$ cat src/rtl/ddram_pkg.sv
// Shared definitions for the DDR3 ROM download path: image base, line type, writer states.
package ddram_pkg;

   localparam logic [28:0] DDR_ROM_BASE = 29'h0600_0000;

   typedef logic [21:0] line_t;

   typedef enum logic [1:0] {
      ST_IDLE,
      ST_WRITE,
      ST_MERGE
   } state_t;

   typedef struct packed {
      logic [63:0] data;
      logic [7:0]  be;
   } line_buf_t;

endpackage

$ cat src/rtl/ddram_rom_writer.sv
// Collects 16-bit ioctl download words into 8-byte lines and writes them to the DDR3 ROM
// image over the Avalon DDRAM port, acknowledging each word on the we_req/we_ack toggle.
module ddram_rom_writer
   import ddram_pkg::*;
#(
   parameter logic [28:0] DDR_BASE   = DDR_ROM_BASE,
   parameter int          IDLE_FLUSH = 16
) (
   input  logic        clk_sys,
   input  logic        reset,
   input  logic [24:0] wraddr,
   input  logic [15:0] din,
   input  logic        we_req,
   output logic        we_ack,
   input  logic        flush,
   output logic        busy,
   input  logic        DDRAM_BUSY,
   output logic [28:0] DDRAM_ADDR,
   output logic [63:0] DDRAM_DIN,
   output logic [7:0]  DDRAM_BE,
   output logic        DDRAM_WE,
   output logic [7:0]  DDRAM_BURSTCNT,
   output logic        DDRAM_RD
);

   localparam int              CW       = $clog2(IDLE_FLUSH) + 1;
   localparam logic [CW-1:0]   CNT_LAST = CW'(IDLE_FLUSH - 1);

   state_t        state;
   logic [63:0]   buf_data;
   logic [7:0]    buf_be;
   line_t         buf_line;
   logic [CW-1:0] idle_cnt;
   logic          flush_pend;

   logic          pending;
   logic          buf_valid;
   line_t         req_line;
   logic [1:0]    req_lane;
   line_buf_t     merged;
   logic          take_word;
   logic          launch;
   line_buf_t     wr_buf;
   line_t         wr_line;

   function automatic line_buf_t merge_lane(input line_buf_t cur, input logic [1:0] lane,
                                            input logic [15:0] data);
      line_buf_t r;
      r = cur;
      r.data[16*lane +: 16] = data;
      r.be[2*lane +: 2]     = 2'b11;
      return r;
   endfunction

   assign pending   = (we_req != we_ack);
   assign buf_valid = |buf_be;
   assign req_line  = wraddr[24:3];
   assign req_lane  = wraddr[2:1];
   assign merged    = merge_lane('{data: buf_data, be: buf_be}, req_lane, din);

   assign busy           = buf_valid | DDRAM_WE | pending;
   assign DDRAM_BURSTCNT = 8'd1;
   assign DDRAM_RD       = 1'b0;

   // Decide this cycle whether a word is absorbed and/or a line goes out to DDR.
   always_comb begin
      take_word = 1'b0;
      launch    = 1'b0;
      wr_buf    = '{data: buf_data, be: buf_be};
      wr_line   = buf_line;
      unique case (state)
         ST_IDLE, ST_MERGE: begin
            if (pending) begin
               if (!buf_valid || req_line == buf_line) begin
                  take_word = 1'b1;
                  if (&merged.be) begin
                     launch  = 1'b1;
                     wr_buf  = merged;
                     wr_line = req_line;
                  end
               end else begin
                  launch = 1'b1;
               end
            end else if (state == ST_IDLE && buf_valid && (flush_pend || idle_cnt == CNT_LAST)) begin
               launch = 1'b1;
            end
         end
         default: ;
      endcase
   end

   // NOTE: the line data carries no reset; buf_be marks which lanes are meaningful,
   // so clearing the enables is enough to empty the buffer.
   always_ff @(posedge clk_sys) begin
      if (take_word) begin
         buf_data <= merged.data;
         buf_line <= req_line;
      end
      if (launch) begin
         DDRAM_ADDR <= DDR_BASE + {7'd0, wr_line};
         DDRAM_DIN  <= wr_buf.data;
      end
   end

   always_ff @(posedge clk_sys) begin
      if (reset) begin
         state      <= ST_IDLE;
         we_ack     <= 1'b0;
         DDRAM_WE   <= 1'b0;
         DDRAM_BE   <= 8'd0;
         buf_be     <= 8'd0;
         idle_cnt   <= '0;
         flush_pend <= 1'b0;
      end else begin
         if (take_word) begin
            buf_be <= merged.be;
            we_ack <= we_req;
         end
         if (launch) begin
            DDRAM_WE <= 1'b1;
            DDRAM_BE <= wr_buf.be;
         end

         unique case (state)
            ST_IDLE: begin
               if (launch)
                  state <= ST_WRITE;
               if (take_word || launch)
                  idle_cnt <= '0;
               else if (!pending && buf_valid && idle_cnt != CNT_LAST)
                  idle_cnt <= idle_cnt + 1'b1;
               if (!pending && flush_pend)
                  flush_pend <= 1'b0;
            end
            ST_WRITE: begin
               if (!DDRAM_BUSY) begin
                  DDRAM_WE <= 1'b0;
                  DDRAM_BE <= 8'd0;
                  buf_be   <= 8'd0;
                  state    <= pending ? ST_MERGE : ST_IDLE;
               end
            end
            ST_MERGE: begin
               idle_cnt <= '0;
               state    <= launch ? ST_WRITE : ST_IDLE;
            end
            default: state <= ST_IDLE;
         endcase

         // A flush arriving on the same edge that retires an earlier one must survive.
         if (flush)
            flush_pend <= 1'b1;
      end
   end

endmodule

$ cat config.mk
export PLATFORM = sky130hd
export DESIGN_NAME = ddram_rom_writer
export DESIGN_NICKNAME = d
export VERILOG_FILES = /design/src/rtl/ddram_pkg.sv /design/src/rtl/ddram_rom_writer.sv
export SDC_FILE = /design/constraint.sdc
export NUM_CORES = 1
export LEC_CHECK = 0
export BUFFER_PORTS_ARGS = -buffer_cell sky130_fd_sc_hd__buf_2
export CAP_MARGIN = 20
export CORE_MARGIN = 2
export CORE_UTILIZATION = 45
export CTS_BUF_LIST = sky130_fd_sc_hd__clkbuf_8
export DETAILED_ROUTE_END_ITERATION = 8
export PLACE_DENSITY = 0.69
export SLEW_MARGIN = 20
export SYNTH_ARGS = -nofsm -noshare
export SYNTH_HDL_FRONTEND = slang
export SYNTH_SLANG_ARGS = --single-unit
export TNS_END_PERCENT = 30
$ cat constraint.sdc
create_clock -name clk_sys -period 6.1 [get_ports clk_sys]
set_input_delay 0.915 -clock clk_sys [delete_from_list [all_inputs] [get_ports clk_sys]]
set_output_delay 0.915 -clock clk_sys [all_outputs]
set_load 0.01 [all_outputs]
==> metrics.md <==
| Metric | Value |
|---|---|
| Peak supply drop | `0.342 mV` |
| GPL Wtd Cong | `0.789` |
| H-Tree Depth | `4` |
| Highest routing layer actually used | `met4` |
| # rows | `51` |
| Fin crit share | `61.7%` |
| R2R Path End | `buf_line[5]$_DFFE_PN_` |
| Die height | `145 µm` |
| Placed cell count | `1080` |
| Setup-failing EPs final | `0` |
| Final nets | `886` |
| Post-CTS Setup Inserts | `0` |
| Post-synthesis sequential area ratio | `63.9%` |
| Met3 wire len | `1360 µm` |
| Tot GR Track Use | `18.7%` |
| Port buffer count | `141` |
| Setup crit end kind | `flip-flop` |
| WL/cell | `16.9 µm` |
| Fin Setup TNS | `0 ns` |
| Fmax | `266 MHz` |
| R2r setup slk | `2.73 ns` |
| Worst-margin pin slew | `1.05 ns` |
| Total gr overflow | `0` |
| Vias | `5627` |
| Max_cap viols | `0` |
| Reg power frac | `51.4%` |
| Most frequent cells in the layout | `edfxtp_1, buf_2, nand2_1, inv_1, o21ai_0` |
| Tmin final | `3.76 ns` |
| Top Ports | `159` |
| Status | `finished, final reports clean` |
| Hold Path Sink | `flush_pend$_SDFFE_PP0P_` |
| Core region area | `19400 µm²` |
| Initial Util | `45.9%` |
| Comb pwr share | `33.6%` |
| Largest net degree at the start of global routing | `48` |
| Vias/cell | `5.06` |
| Synth area leader | `edfxtp_1` |
| Avg Cell Area, Syn | `12.9 µm²` |
| Switching Fraction | `35.9%` |
| Layout cell share with drive strength beyond 1 | `30.0%` |
| Skew final | `0.0176 ns` |
| Post-CTS Hold Buffers | `0` |
| 1st-pass router iterations | `4` |
| Hold path start | `flush_pend$_SDFFE_PP0P_` |
| HP Class | `reg -> reg` |
| Final hold viol count | `0` |
| Die Area | `20900 µm²` |
| Post-synthesis register bit count | `198` |
| Final ANT Viol Nets | `0` |
| Hpwl dp | `12600 µm` |
| Reg-to-reg startpoint | `buf_line[13]$_DFFE_PN_` |
| Vias in the first global route | `5724` |
| Pwr Density | `527 nW/µm²` |
| Routed met2 length | `8790 µm` |
| Crit path DAT | `3.98 ns` |
| Top cells by area, synth | `edfxtp_1, dfxtp_1, mux2_2` |
| CTS tree | `done` |
| Worst skew pair latency | `0.47 ns` |
| DRT iter0 DRCs | `368` |
| Final WL | `18800 µm` |
| Power Total | `5390 µW` |
| R2R cell count | `6` |
| Hold path depth | `2` |
| CTS buffer count | `17` |
| Root Driver | `clkbuf_8` |
| Post-cts sizing count | `0` |
| Cell count after synthesis | `687` |
| Clock sinks | `198` |
| Top-area cell type share of the netlist area | `58.1%` |
| Worst EP required | `6.32 ns` |
| Fin area | `10200 µm²` |
| Die W | `145 µm` |
| WS Path Type | `in -> reg` |
| Met1 WL | `8420 µm` |
| Clk pin slew, worst setup/hold paths | `0.10 ns` |
| # DRC | `0` |
| Part of the power in the clock network | `15.0%` |
| Area grow syn2layout | `15.0%` |
| Maximum root-to-sink buffer count | `2` |
| Synth unique cells | `48` |
| Yosys warning total | `0` |
| Int Power | `3450 µW` |
| Net Sw Power | `1930 µW` |
| Slew margin rel. | `29.6%` |
| Max-slew violations | `0` |
| RSZ-0062 raised after global routing | `false` |
| Commonest non-fill, non-tap cell in the layout | `edfxtp_1` |
| Static Leak | `0.00391 µW` |
| First-pass GRT wire length | `29700 µm` |
| Mapped cell area | `8890 µm²` |
| CP max FO | `46` |
| Placed cell area | `9840 µm²` |
| Layout Cells excl Fill | `1113` |
| Worst setup SP type | `input pin` |
| Initial antenna violation count | `1` |
==> layout make-up <==
class                   count  area, µm²
fillers                  1717       9170
inverters                  78        293
well taps                 265        332
clock inverters            15        139
clock buffers              17        234
diodes                      1       2.50
repair buffers            155        811
multi-input cells         384       2730
flip-flops and latches    198       5690
==> worst max path at each step <==
stage,from,end,slack (ns),cells after the start
after global placement,wraddr[1],DDRAM_DIN[44]$_DFFE_PP_,1.92,9
final,wraddr[1],DDRAM_DIN[44]$_DFFE_PP_,2.34,9
after global routing,wraddr[1],DDRAM_DIN[44]$_DFFE_PP_,2.16,9
after CTS,wraddr[1],DDRAM_DIN[44]$_DFFE_PP_,2.36,10
after floorplan,wraddr[16],buf_data[0]$_DFFE_PN_,0.17,5
after detailed placement,wraddr[1],DDRAM_DIN[44]$_DFFE_PP_,1.85,9
==> worst max-delay path, stage by stage <==
cell	delay, ns
buf_2	0.15
inv_1	0.16
ha_1	0.17
buf_4	0.24
a21oi_1	0.09
nor4_2	0.65
a41o_4	0.81
buf_4	0.39
mux2_1	0.38
==> flip-flops by register name, indices dropped and copies added (netlist names) <==
signal,flops
DDRAM_DIN,64
buf_data,64
DDRAM_ADDR,22
buf_line,22
DDRAM_BE,8
buf_be,8
idle_cnt,5
state,2
DDRAM_WE,1
flush_pend,1
we_ack,1
==> Yosys cell counts, drive strengths merged <==
master	n
ha	6
or3	1
nor3	4
a211o	1
nor4	4
a32oi	8
nand3b	1
nor2	13
inv	77
nand2b	7
buf	26
o21ai	73
nand2	90
nand3	5
o221ai	1
conb	2
dfxtp	26
edfxtp	172
and3	2
a31oi	2
xnor2	23
clkbuf	15
a21oi	9
nor3b	3
mux2i	2
xor2	1
clkinv	1
nor2b	1
nor4b	1
a211oi	9
or4	1
a41o	3
a21o	2
a22oi	3
o311a	1
mux2	86
nand4	5
==> power groups by stage <==
stage / logic (µW) / registers (µW) / clock network [µW]
4_1_cts: 1840 / 2770 / 829
2_1_floorplan: 951 / 2990 / 0
3_3_place_gp: 1790 / 2780 / 0
3_5_place_dp: 1830 / 2800 / 0
5_1_grt: 2030 / 2850 / 873
6_report: 1810 / 2770 / 808
==> routing by layer <==
layer / vias up / GRT usage [%]
met5: - / 0
met4: 0 / 5.16
met3: 16 / 5.93
met2: 170 / 30.2
met1: 2733 / 24.4
li1: 2708 / -
==> through the flow <==
| stage | setup WS [ns] | utilization (%) | hold WS [ns] |
|---|---|---|---|
| floorplan | 0.173 | - | 0.450 |
| global placement | 1.92 | 50.7 | 0.468 |
| detailed placement | 1.85 | 50.7 | 0.476 |
| CTS | 2.36 | 52.6 | 0.497 |
| global route | 2.16 | 52.7 | 0.521 |
| finish | 2.34 | 52.7 | 0.495 |
==> kinds of logic (layout without fill, tap and decap cells) <==
logic type | after synthesis | after routing | synth area share (%)
flip-flops | 198 | 198 | 63.9
buffers and inverters | 119 | 265 | 6.55
other | 2 | 17 | 0.0844
AND/OR/NAND/NOR | 138 | 138 | 7.24
adder cells (fa/ha/maj) | 6 | 6 | 0.844
AO/OA/AOI/OAI | 112 | 112 | 7.37
multiplexers | 88 | 88 | 11.5
XOR/XNOR | 24 | 24 | 2.45
Note: power is estimated with default switching activity, not from simulation.
